$ cat src/rtl/mem_stage_pkg.sv
// rtl/mem_stage_pkg.sv - shared encodings, widths and EX/MEM record for the memory stage
package mem_stage_pkg;

  localparam int PC_W  = 5;
  localparam int XLEN  = 32;
  localparam int REG_W = 5;

  typedef enum logic [1:0] {
    JT_NONE   = 2'b00,
    JT_BRANCH = 2'b01,
    JT_JAL    = 2'b10,
    JT_JALR   = 2'b11
  } jump_kind_e;

  typedef enum logic [1:0] {
    BC_EQ = 2'b00,
    BC_NE = 2'b01,
    BC_LT = 2'b10,
    BC_GE = 2'b11
  } branch_cond_e;

  typedef struct packed {
    logic             valid;
    logic [PC_W-1:0]  pc;
    logic [XLEN-1:0]  alu;
    logic [XLEN-1:0]  wdata;
    branch_cond_e     cond;
    jump_kind_e       kind;
    logic             reg_we;
    logic [REG_W-1:0] rd;
    logic             mem_we;
    logic             mem_to_reg;
  } ex_mem_t;

  // blt/bge only look at bit 0: the ALU hands over a set-less-than result
  function automatic logic ctrl_taken(input jump_kind_e kind, input branch_cond_e cond,
                                      input logic [XLEN-1:0] val);
    logic t;
    t = 1'b0;
    case (kind)
      JT_NONE: t = 1'b0;
      JT_BRANCH: begin
        case (cond)
          BC_EQ:   t = (val == '0);
          BC_NE:   t = (val != '0);
          BC_LT:   t = val[0];
          BC_GE:   t = ~val[0];
          default: t = 1'b0;
        endcase
      end
      default: t = 1'b1;
    endcase
    return t;
  endfunction

endpackage

$ cat src/rtl/mem_stage_dmem.sv
// rtl/mem_stage_dmem.sv - data memory: combinational read, synchronous write, no reset
module dmem
  import mem_stage_pkg::*;
#(
  parameter int DMEM_WORDS = 32,
  parameter int AW         = $clog2(DMEM_WORDS)
) (
  input  logic            clk,
  input  logic            wr_en,
  input  logic [AW-1:0]   addr,
  input  logic [XLEN-1:0] wr_data,
  output logic [XLEN-1:0] rd_data
);

  logic [XLEN-1:0] mem_q [DMEM_WORDS];

  always_ff @(posedge clk) begin
    if (wr_en) mem_q[addr] <= wr_data;
  end

  assign rd_data = mem_q[addr];

endmodule

$ cat src/rtl/mem_stage.sv
// rtl/mem_stage.sv - EX/MEM + data access + MEM/WB; MEM_FWD_EN adds fwd_valid/fwd_reg/fwd_data
module mem_stage
  import mem_stage_pkg::*;
#(
  parameter int DMEM_WORDS = 32
) (
  input  logic             clk,
  input  logic             rst_n,
  input  logic             in_valid,
  input  logic             stall,
  input  logic             flush,
  input  logic [PC_W-1:0]  in_pc,
  input  logic [XLEN-1:0]  alu_res,
  input  logic [XLEN-1:0]  write_data,
  input  logic [3:0]       jump_type,
  input  logic             reg_wrenable,
  input  logic [REG_W-1:0] write_reg,
  input  logic             mem_wrenable,
  input  logic             mem_to_reg,
  output logic             redirect_valid,
  output logic [PC_W-1:0]  redirect_pc,
  output logic             wb_en,
  output logic [REG_W-1:0] wb_reg,
  output logic [XLEN-1:0]  wb_data
`ifdef MEM_FWD_EN
  ,
  output logic             fwd_valid,
  output logic [REG_W-1:0] fwd_reg,
  output logic [XLEN-1:0]  fwd_data
`endif
);

  localparam int AW = $clog2(DMEM_WORDS);

  ex_mem_t          ex_in, ex_d, ex_q;
  logic             wb_en_d, wb_en_q;
  logic [REG_W-1:0] wb_reg_d, wb_reg_q;
  logic [XLEN-1:0]  wb_data_d, wb_data_q;
  logic [XLEN-1:0]  rd_data;
  logic             mem_wr;

  always_comb begin
    ex_in            = '0;
    ex_in.valid      = in_valid;
    ex_in.pc         = in_pc;
    ex_in.alu        = alu_res;
    ex_in.wdata      = write_data;
    ex_in.cond       = branch_cond_e'(jump_type[3:2]);
    ex_in.kind       = jump_kind_e'(jump_type[1:0]);
    ex_in.reg_we     = reg_wrenable;
    ex_in.rd         = write_reg;
    ex_in.mem_we     = mem_wrenable;
    ex_in.mem_to_reg = mem_to_reg;
  end

  // flush outranks stall so a held instruction can still be squashed
  always_comb begin
    ex_d = ex_q;
    if (flush) begin
      ex_d       = ex_in;
      ex_d.valid = 1'b0;
    end else if (!stall) begin
      ex_d = ex_in;
    end
  end

  assign mem_wr = ex_q.valid & ex_q.mem_we & ~stall;

  dmem #(.DMEM_WORDS(DMEM_WORDS)) u_dmem (
    .clk     (clk),
    .wr_en   (mem_wr),
    .addr    (ex_q.alu[AW-1:0]),
    .wr_data (ex_q.wdata),
    .rd_data (rd_data)
  );

  always_comb begin
    wb_en_d  = ex_q.valid & ex_q.reg_we & ~stall;
    wb_reg_d = ex_q.rd;
    if (ex_q.mem_to_reg) begin
      wb_data_d = rd_data;
    end else if (ex_q.kind == JT_JAL || ex_q.kind == JT_JALR) begin
      wb_data_d = ex_q.wdata;
    end else begin
      wb_data_d = ex_q.alu;
    end
  end

  always_ff @(posedge clk or negedge rst_n) begin
    if (!rst_n) begin
      ex_q      <= '0;
      wb_en_q   <= 1'b0;
      wb_reg_q  <= '0;
      wb_data_q <= '0;
    end else begin
      ex_q      <= ex_d;
      wb_en_q   <= wb_en_d;
      wb_reg_q  <= wb_reg_d;
      wb_data_q <= wb_data_d;
    end
  end

  assign redirect_valid = ex_q.valid & ctrl_taken(ex_q.kind, ex_q.cond, ex_q.alu);
  assign redirect_pc    = ex_q.pc;
  assign wb_en          = wb_en_q;
  assign wb_reg         = wb_reg_q;
  assign wb_data        = wb_data_q;

`ifdef MEM_FWD_EN
  assign fwd_valid = ex_q.valid & ex_q.reg_we;
  assign fwd_reg   = ex_q.rd;
  assign fwd_data  = wb_data_d;
`endif

endmodule

$ cat config.mk
export PLATFORM = sky130hd
export DESIGN_NAME = mem_stage
export DESIGN_NICKNAME = d
export VERILOG_FILES = /design/src/rtl/mem_stage_pkg.sv /design/src/rtl/mem_stage_dmem.sv /design/src/rtl/mem_stage.sv
export SDC_FILE = /design/constraint.sdc
export NUM_CORES = 1
export LEC_CHECK = 0
export CAP_MARGIN = 20
export CORE_MARGIN = 4
export CORE_UTILIZATION = 32
export CTS_BUF_LIST = sky130_fd_sc_hd__clkbuf_16
export CTS_CLUSTER_SIZE = 20
export DETAILED_ROUTE_END_ITERATION = 10
export PLACE_DENSITY = 0.56
export SLEW_MARGIN = 0
export SYNTH_ARGS = -nofsm -noshare
export SYNTH_HDL_FRONTEND = slang
export SYNTH_SLANG_ARGS = --single-unit
$ cat constraint.sdc
create_clock -name clk -period 3.52 [get_ports clk]
set_clock_uncertainty 0.1 [all_clocks]
set_input_delay 0.704 -clock clk [delete_from_list [all_inputs] [get_ports clk]]
set_output_delay 0.704 -clock clk [all_outputs]
set_load 0.01 [all_outputs]
==> qor.tcl, run 1 <==
set qor(maxCapViolations) 0
set qor(num_io_pins) 130
set qor(die_height_um) 379
set qor(final_instance_area_um2) 52800
set qor(cts_htree_levels) 3
set qor(postSynthAreaPerCell_um2) 19.8
set qor(clock_transition_time_at_the_flip_flop_clock_pins_of_the_worst_setup_and_hold_paths_ns) 0.07
set qor(largest_register) {u_dmem.mem_q}
set qor(critical_path_depth) 7
set qor(grt_first_pass_wirelength_um) 184000
set qor(port-buffer-count) 129
set qor(critical_path.most_common_cell) {sky130_fd_sc_hd__nor4_2}
set qor(synth-edff-count) 1024
set qor(hold-path-cell-count) 0
set qor(synth_cell_type_count) 63
set qor(pin_count_of_the_biggest_net_entering_global_routing) 123
set qor(critical_path.startpoint_type) {flop}
set qor(grt_remaining_overflow) 0
set qor(slew_violations) 0
set qor(relSlewSlack) 0.192
set qor(design.final.nets) 2622
set qor(library_cell_with_the_highest_instance_count_after_synthesis) {sky130_fd_sc_hd__edfxtp_1}
set qor(p_int_w) 0.0229
set qor(drive_gt1_frac) 0.249
set qor(fp-row-count) 136
set qor(synth_area_um2) 44200
set qor(cp_slowest_stage_delay_ns) 0.41
set qor(worst-setup-path-type) {flop to output port}
set qor(asyncSetResetFlopFracSynth) 0.105
set qor(grt_pass1_vias) 24100
set qor(synth.area.top_cells) {sky130_fd_sc_hd__edfxtp_1, sky130_fd_sc_hd__mux4_2, sky130_fd_sc_hd__dfrtp_1, sky130_fd_sc_hd__mux2i_1, sky130_fd_sc_hd__mux2_2}
set qor(crit_path_cell_trace) {nor4_2, buf_4, nand4_1, nor4_2, nor2_1, o31a_1, buf_2}
set qor(design.die.area_um2) 144000
set qor(cts.root.buffer_cell) {sky130_fd_sc_hd__clkbuf_16}
set qor(n_fill_cell) 12400
set qor(drc) 0
set qor(synthesis.yosys.warnings) 0
set qor(synth_seq_cells) 1144
set qor(worst-r2r-setup-slack_ns) 0.39
set qor(power.share.sequential) 0.514
set qor(residual_antenna_violating_net_count_after_detailed_routing) 0
set qor(drt_pre_antenna_iters) 5
set qor(result_of_the_run) {finished clean}
set qor(worstPathArrival_ns) 2.61
set qor(ir_drop_mv) 0.446
set qor(critical_path.endpoint_type) {output port}
set qor(antenna_found_initial) 5
set qor(required_time_reported_for_the_critical_path_endpoint_ns) 2.72
set qor(synthTopCellsByCount) {sky130_fd_sc_hd__edfxtp_1, sky130_fd_sc_hd__mux2i_1, sky130_fd_sc_hd__mux4_2}
set qor(tritoncts_clock_tree) {yes}
set qor(power.share.clock) 0.404
set qor(area_fraction_of_the_dominant_cell_type_after_synthesis) 0.696
set qor(globalplace.congestion) 0.803
set qor(final_power_w) 0.0298
set qor(power.switching_fraction) 0.230
set qor(cell_count_after_synthesis) 2228
set qor(pwr_density_cell_nw_per_um2) 564
set qor(total_clock_buffers_created_by_cts) 115
set qor(critical_path_buf_inv_count) 2
set qor(final-setup-viol-count) 0
set qor(synth_nets) 2314
set qor(drt_iter0_markers) 2497
set qor(timing.setup.tns_ns) 0
set qor(hold_viol_final) 0
set qor(syn2layout_area_growth_pct) 19.5
set qor(route.final.wire_length_um) 132000
set qor(track_usage) 0.181
set qor(worst_skew_pair.late_latency_ns) 0.71
set qor(largest_register_ff_count) 1024
set qor(r2r_start) {ex_q[44]}
set qor(cts.sink_count) 1144
set qor(r2r.worst_path.cells) 6
set qor(power.net_switching_w) 0.00686
set qor(share_comb_of_total_power) 0.082
set qor(timing.critical_path.max_delay_family) {simple AND/OR/NAND/NOR gates}
set qor(hold_path_class) {flop to flop}
set qor(worst_hold_startpoint) {wb_reg_d[3]}
set qor(clock_tree.buffer_depth) 3
set qor(placed_cell_area_um2) 48900
set qor(finalCriticalPeriod_ns) 3.42
set qor(via_count) 23600
set qor(rsz0062_at_grt) {false}
set qor(drt-wirelength-per-cell_um) 29.8
set qor(core_um2) 137000
set qor(highest_attainable_clock_frequency_mhz) 293
set qor(transition_time_at_the_pin_with_the_least_slew_margin_ns) 1.20
set qor(chipWidth_um) 379
set qor(pre_cts_ws_ns) 0.346
set qor(crit_path_max_fanout) 2
set qor(fin_crit_sh) 0.971
set qor(initial_utilization) 0.322
set qor(worst_path_max_delay_cell) {sky130_fd_sc_hd__dfrtp_1}
set qor(most_used_flip_flop_cell_after_synthesis) {sky130_fd_sc_hd__edfxtp_1}
set qor(worst_hold_path.endpoint) {wb_reg[3]}
set qor(drt-vias-per-instance) 5.32
set qor(leakagePower_nw) 17.5
set qor(yosysSeqAreaShare) 0.764
set qor(setup_slack_after_layout_ns) 0.102
set qor(dpl.hpwl_um) 81200
set qor(yosys.area.top_type) {sky130_fd_sc_hd__edfxtp_1}
set qor(worst_r2r_endpoint) {wb_data[20]}
-- kinds of logic (layout without fill, tap and decap cells) --
group / Yosys count / in the layout / synth area share
AOI/OAI and AO/OA: 247 / 247 / 0.0378
buffers and inverters: 133 / 541 / 0.0204
DFF: 1144 / 1144 / 0.764
muxes: 449 / 449 / 0.147
other: 0 / 2 / 0
and+or+nand+nor: 255 / 255 / 0.0307
-- final cells by class --
class	instances	area, um^2	share of cell area
Sequential cell	1144	33800	0.640
Clock buffer	118	2950	0.0560
Timing Repair Buffer	322	3280	0.0621
Tap cell	1794	2240	0.0425
Clock inverter	99	756	0.0143
Multi-Input combinational cell	951	9760	0.185
Inverter	2	7.51	0.000142
Antenna cell	2	5.00	0.0000948
-- what timing repair did --
action                     4_1_cts  5_1_grt
hold buffers                     1        0
gates resized for setup          4        0
setup endpoints to repair        1        1
hold endpoints to repair        35        0
pin swaps                        4        1
gates cloned                     0        0
setup buffers                    1        0
-- metal layers --
metal	global-route usage	share of wire	vias up
met1	0.242	0.41	12500
met4	0.0601	0.033	6
met3	0.0516	0.094	236
met5	0.0134	0.0021	-
li1	-	-	9745
met2	0.285	0.46	1064
-- power by group through the flow --
| stage | clock network (W) | registers (W) | logic, W |
|---|---|---|---|
| 6_report | 0.0120 | 0.0153 | 0.00245 |
| 2_1_floorplan | 0 | 0.0156 | 0.00121 |
| 4_1_cts | 0.0122 | 0.0154 | 0.00236 |
| 5_1_grt | 0.0128 | 0.0153 | 0.00259 |
| 3_5_place_dp | 0 | 0.0157 | 0.00235 |
| 3_3_place_gp | 0 | 0.0156 | 0.00233 |
-- metrics by stage --
stage / cells / utilization / hold WS [ns]
6_report: 4432 / 0.384 / 0.274
3_5_place_dp: 4204 / 0.356 / 0.261
5_1_grt: 4430 / 0.384 / 0.285
3_3_place_gp: 4204 / 0.356 / 0.257
2_1_floorplan: 2228 / - / 0.250
4_1_cts: 4423 / 0.383 / 0.275
-- how the worst max path moves through the flow --
stage | start | to | slack [ns]
global route | ex_q[49] | redirect_valid | 0.02
global placement | stall | u_dmem.mem_q[28][5] | 0.36
detailed placement | stall | u_dmem.mem_q[28][5] | 0.35
CTS | ex_q[74] | redirect_valid | -0.003
finish | ex_q[74] | redirect_valid | 0.10
floorplan | ex_q[44] | u_dmem.mem_q[10][0] | 0.21
-- layout by cell type, fill, tap and decap left out, types with 36 or more instances in the layout --
master,n
sky130_fd_sc_hd__clkbuf_16,118
sky130_fd_sc_hd__nand2_1,54
sky130_fd_sc_hd__clkdlybuf4s50_1,127
sky130_fd_sc_hd__dfrtp_1,113
sky130_fd_sc_hd__edfxtp_1,1024
sky130_fd_sc_hd__a211oi_1,38
sky130_fd_sc_hd__mux4_2,146
sky130_fd_sc_hd__buf_4,153
sky130_fd_sc_hd__mux2i_1,214
sky130_fd_sc_hd__o22ai_1,70
sky130_fd_sc_hd__mux2_2,86
sky130_fd_sc_hd__nor2b_1,40
sky130_fd_sc_hd__nor2_1,36
sky130_fd_sc_hd__a22oi_1,41
(Power assumes the default switching activity.)
==> run 2, diff against run 1 <==
--- a/config.mk
+++ b/config.mk
@@ -6,12 +6,14 @@
 export NUM_CORES = 1
 export LEC_CHECK = 0
 export CAP_MARGIN = 20
+export CELL_PAD_IN_SITES_DETAIL_PLACEMENT = 1
+export CELL_PAD_IN_SITES_GLOBAL_PLACEMENT = 2
 export CORE_MARGIN = 4
 export CORE_UTILIZATION = 32
 export CTS_BUF_LIST = sky130_fd_sc_hd__clkbuf_16
 export CTS_CLUSTER_SIZE = 20
 export DETAILED_ROUTE_END_ITERATION = 10
-export PLACE_DENSITY = 0.56
+export PLACE_DENSITY = 0.66
 export SLEW_MARGIN = 0
 export SYNTH_ARGS = -nofsm -noshare
 export SYNTH_HDL_FRONTEND = slang
==> qor.tcl, run 2 (synthesis gave the netlist of run 1 again) <==
set qor(layout_commonest_cell) {sky130_fd_sc_hd__edfxtp_1}
set qor(globalplace.congestion) 0.808
set qor(critical_path.endpoint_type) {output port}
set qor(final-setup-viol-count) 0
set qor(largest_register_ff_count) 1024
set qor(design.final.nets) 2614
set qor(residual_antenna_violating_net_count_after_detailed_routing) 0
set qor(worst_skew_pair.late_latency_ns) 0.73
set qor(tritoncts_clock_tree) {yes}
set qor(drt-wirelength-per-cell_um) 32.2
set qor(r2r_start) {ex_q[44]}
set qor(worst-setup-path-type) {flop to output port}
set qor(track_usage) 0.197
set qor(syn2layout_area_growth_pct) 20.4
set qor(num_io_pins) 130
set qor(finalNonFillerCells) 4431
set qor(highest_attainable_clock_frequency_mhz) 292
set qor(fp-row-count) 136
set qor(initial_utilization) 0.322
set qor(timing.critical_path.from) {ex_q[50]}
set qor(rsz0062_at_grt) {true}
set qor(core_um2) 137000
set qor(route.final.wire_length_um) 143000
set qor(ir_drop_mv) 0.399
set qor(critical_path.startpoint_type) {flop}
set qor(worst_r2r_endpoint) {wb_data[3]}
set qor(crit_path_max_fanout) 2
set qor(dpl.hpwl_um) 86800
set qor(crit_end) {redirect_valid}
set qor(grt_pass1_vias) 25200
set qor(maxCapViolations) 0
set qor(via_count) 23900
set qor(design.die.area_um2) 144000
set qor(transition_time_at_the_pin_with_the_least_slew_margin_ns) 1.06
set qor(grt_first_pass_wirelength_um) 198000
set qor(clock_transition_time_at_the_flip_flop_clock_pins_of_the_worst_setup_and_hold_paths_ns) 0.06
set qor(r2r.worst_path.cells) 6
set qor(placedCellCount) 4187
set qor(setup_slack_after_layout_ns) 0.0953
set qor(fin_crit_sh) 0.973
set qor(drt_pre_antenna_iters) 6
set qor(cts_htree_levels) 3
set qor(hold_viol_final) 0
set qor(placed_cell_area_um2) 49000
set qor(drt_iter0_markers) 3020
set qor(pre_cts_ws_ns) 0.274
set qor(die_height_um) 379
set qor(grt_remaining_overflow) 0
set qor(antenna_found_initial) 9
set qor(pwr_density_cell_nw_per_um2) 568
set qor(layout.cells.most_common_list) {sky130_fd_sc_hd__edfxtp_1, sky130_fd_sc_hd__mux2i_1, sky130_fd_sc_hd__mux4_2}
set qor(drc) 0
set qor(slew_violations) 0
set qor(hold_path_class) {flop to flop}
set qor(drive_gt1_frac) 0.241
set qor(relSlewSlack) 0.293
set qor(leakagePower_nw) 17.7
set qor(cts.root.buffer_cell) {sky130_fd_sc_hd__clkbuf_16}
set qor(finalCriticalPeriod_ns) 3.42
set qor(chipWidth_um) 379
set qor(clock_tree.buffer_depth) 3
set qor(drt-vias-per-instance) 5.40
set qor(required_time_reported_for_the_critical_path_endpoint_ns) 2.72
set qor(largest_register) {u_dmem.mem_q}
set qor(timing.setup.tns_ns) 0
set qor(worst-r2r-setup-slack_ns) 0.39
set qor(worstPathArrival_ns) 2.62
set qor(cts.sink_count) 1144
set qor(final_instance_area_um2) 53200
set qor(port-buffer-count) 129
set qor(total_clock_buffers_created_by_cts) 116
set qor(result_of_the_run) {finished clean}
set qor(pin_count_of_the_biggest_net_entering_global_routing) 119
-- run 2: changes by cell type in the layout (fill, tap and decap cells not counted), sizes merged --
cell / delta
diode: +7
inv: +6
clkinv: -5
bufinv: +2
clkinvlp: -4
clkbuf: +2
buf: -9
-- run 2: metrics by stage --
step                utilization  power (W)  hold WS (ns)
finish                    0.387     0.0302         0.277
global route              0.387     0.0312         0.287
CTS                       0.384     0.0304         0.279
detailed placement        0.357     0.0181         0.266
global placement          0.356     0.0180         0.256
floorplan                     -     0.0168         0.250
-- run 2: how the worst min path moves through the flow --
| stage | startpoint | end | slack, ns | cells past startpoint |
|---|---|---|---|---|
| 6_report | wb_reg_d[3] | wb_reg[3] | 0.28 | 0 |
| 5_1_grt | wb_reg_d[0] | wb_reg[0] | 0.29 | 0 |
| 4_1_cts | wb_reg_d[3] | wb_reg[3] | 0.28 | 0 |
| 3_5_place_dp | wb_reg_d[3] | wb_reg[3] | 0.27 | 0 |
| 3_3_place_gp | wb_reg_d[1] | wb_reg[1] | 0.26 | 0 |
| 2_1_floorplan | wb_reg_d[0] | wb_reg[0] | 0.25 | 0 |
-- run 2: what timing repair did --
| action | in CTS | in global routing |
|---|---|---|
| hold buffers | 1 | 0 |
| gates resized for setup | 6 | 0 |
| hold endpoints to repair | 68 | 0 |
| setup endpoints to repair | 1 | 1 |
| buffers inserted | 2 | 1 |
| pin swaps | 4 | 3 |
-- run 2: worst max-delay path, cell delays in order (launching register included) --
cell and delay (ns):
sky130_fd_sc_hd__dfrtp_1 0.41, sky130_fd_sc_hd__nor4_4 0.44, sky130_fd_sc_hd__buf_6 0.20, sky130_fd_sc_hd__nand4_1 0.13, sky130_fd_sc_hd__nor4_2 0.21, sky130_fd_sc_hd__nor2_1 0.08, sky130_fd_sc_hd__o31a_1 0.29, sky130_fd_sc_hd__buf_2 0.14
-- run 2: where the power goes --
group          internal, W  switching [W]  leakage (nW)  total [W]
sequential          0.0151       0.000245          10.6     0.0153
clock              0.00702        0.00528          1.95     0.0123
combinational      0.00106        0.00151          5.11    0.00256
-- run 2: area by class of cell --
cell class,count,area [um^2]
fill,13200,84100
sequential,1144,33800
multi-input combinational,951,9770
timing repair buffer,313,3590
clock buffer,120,3000
tap,1794,2240
clock inverter,98,773
antenna,9,22.5
inverter,2,7.51
-- run 2: layer usage --
metal,vias up,GRT usage,part of all wire
li1,9742,-,-
met2,1088,0.308,0.47
met5,-,0,0
met3,203,0.0547,0.088
met1,12900,0.267,0.42
met4,0,0.0614,0.029
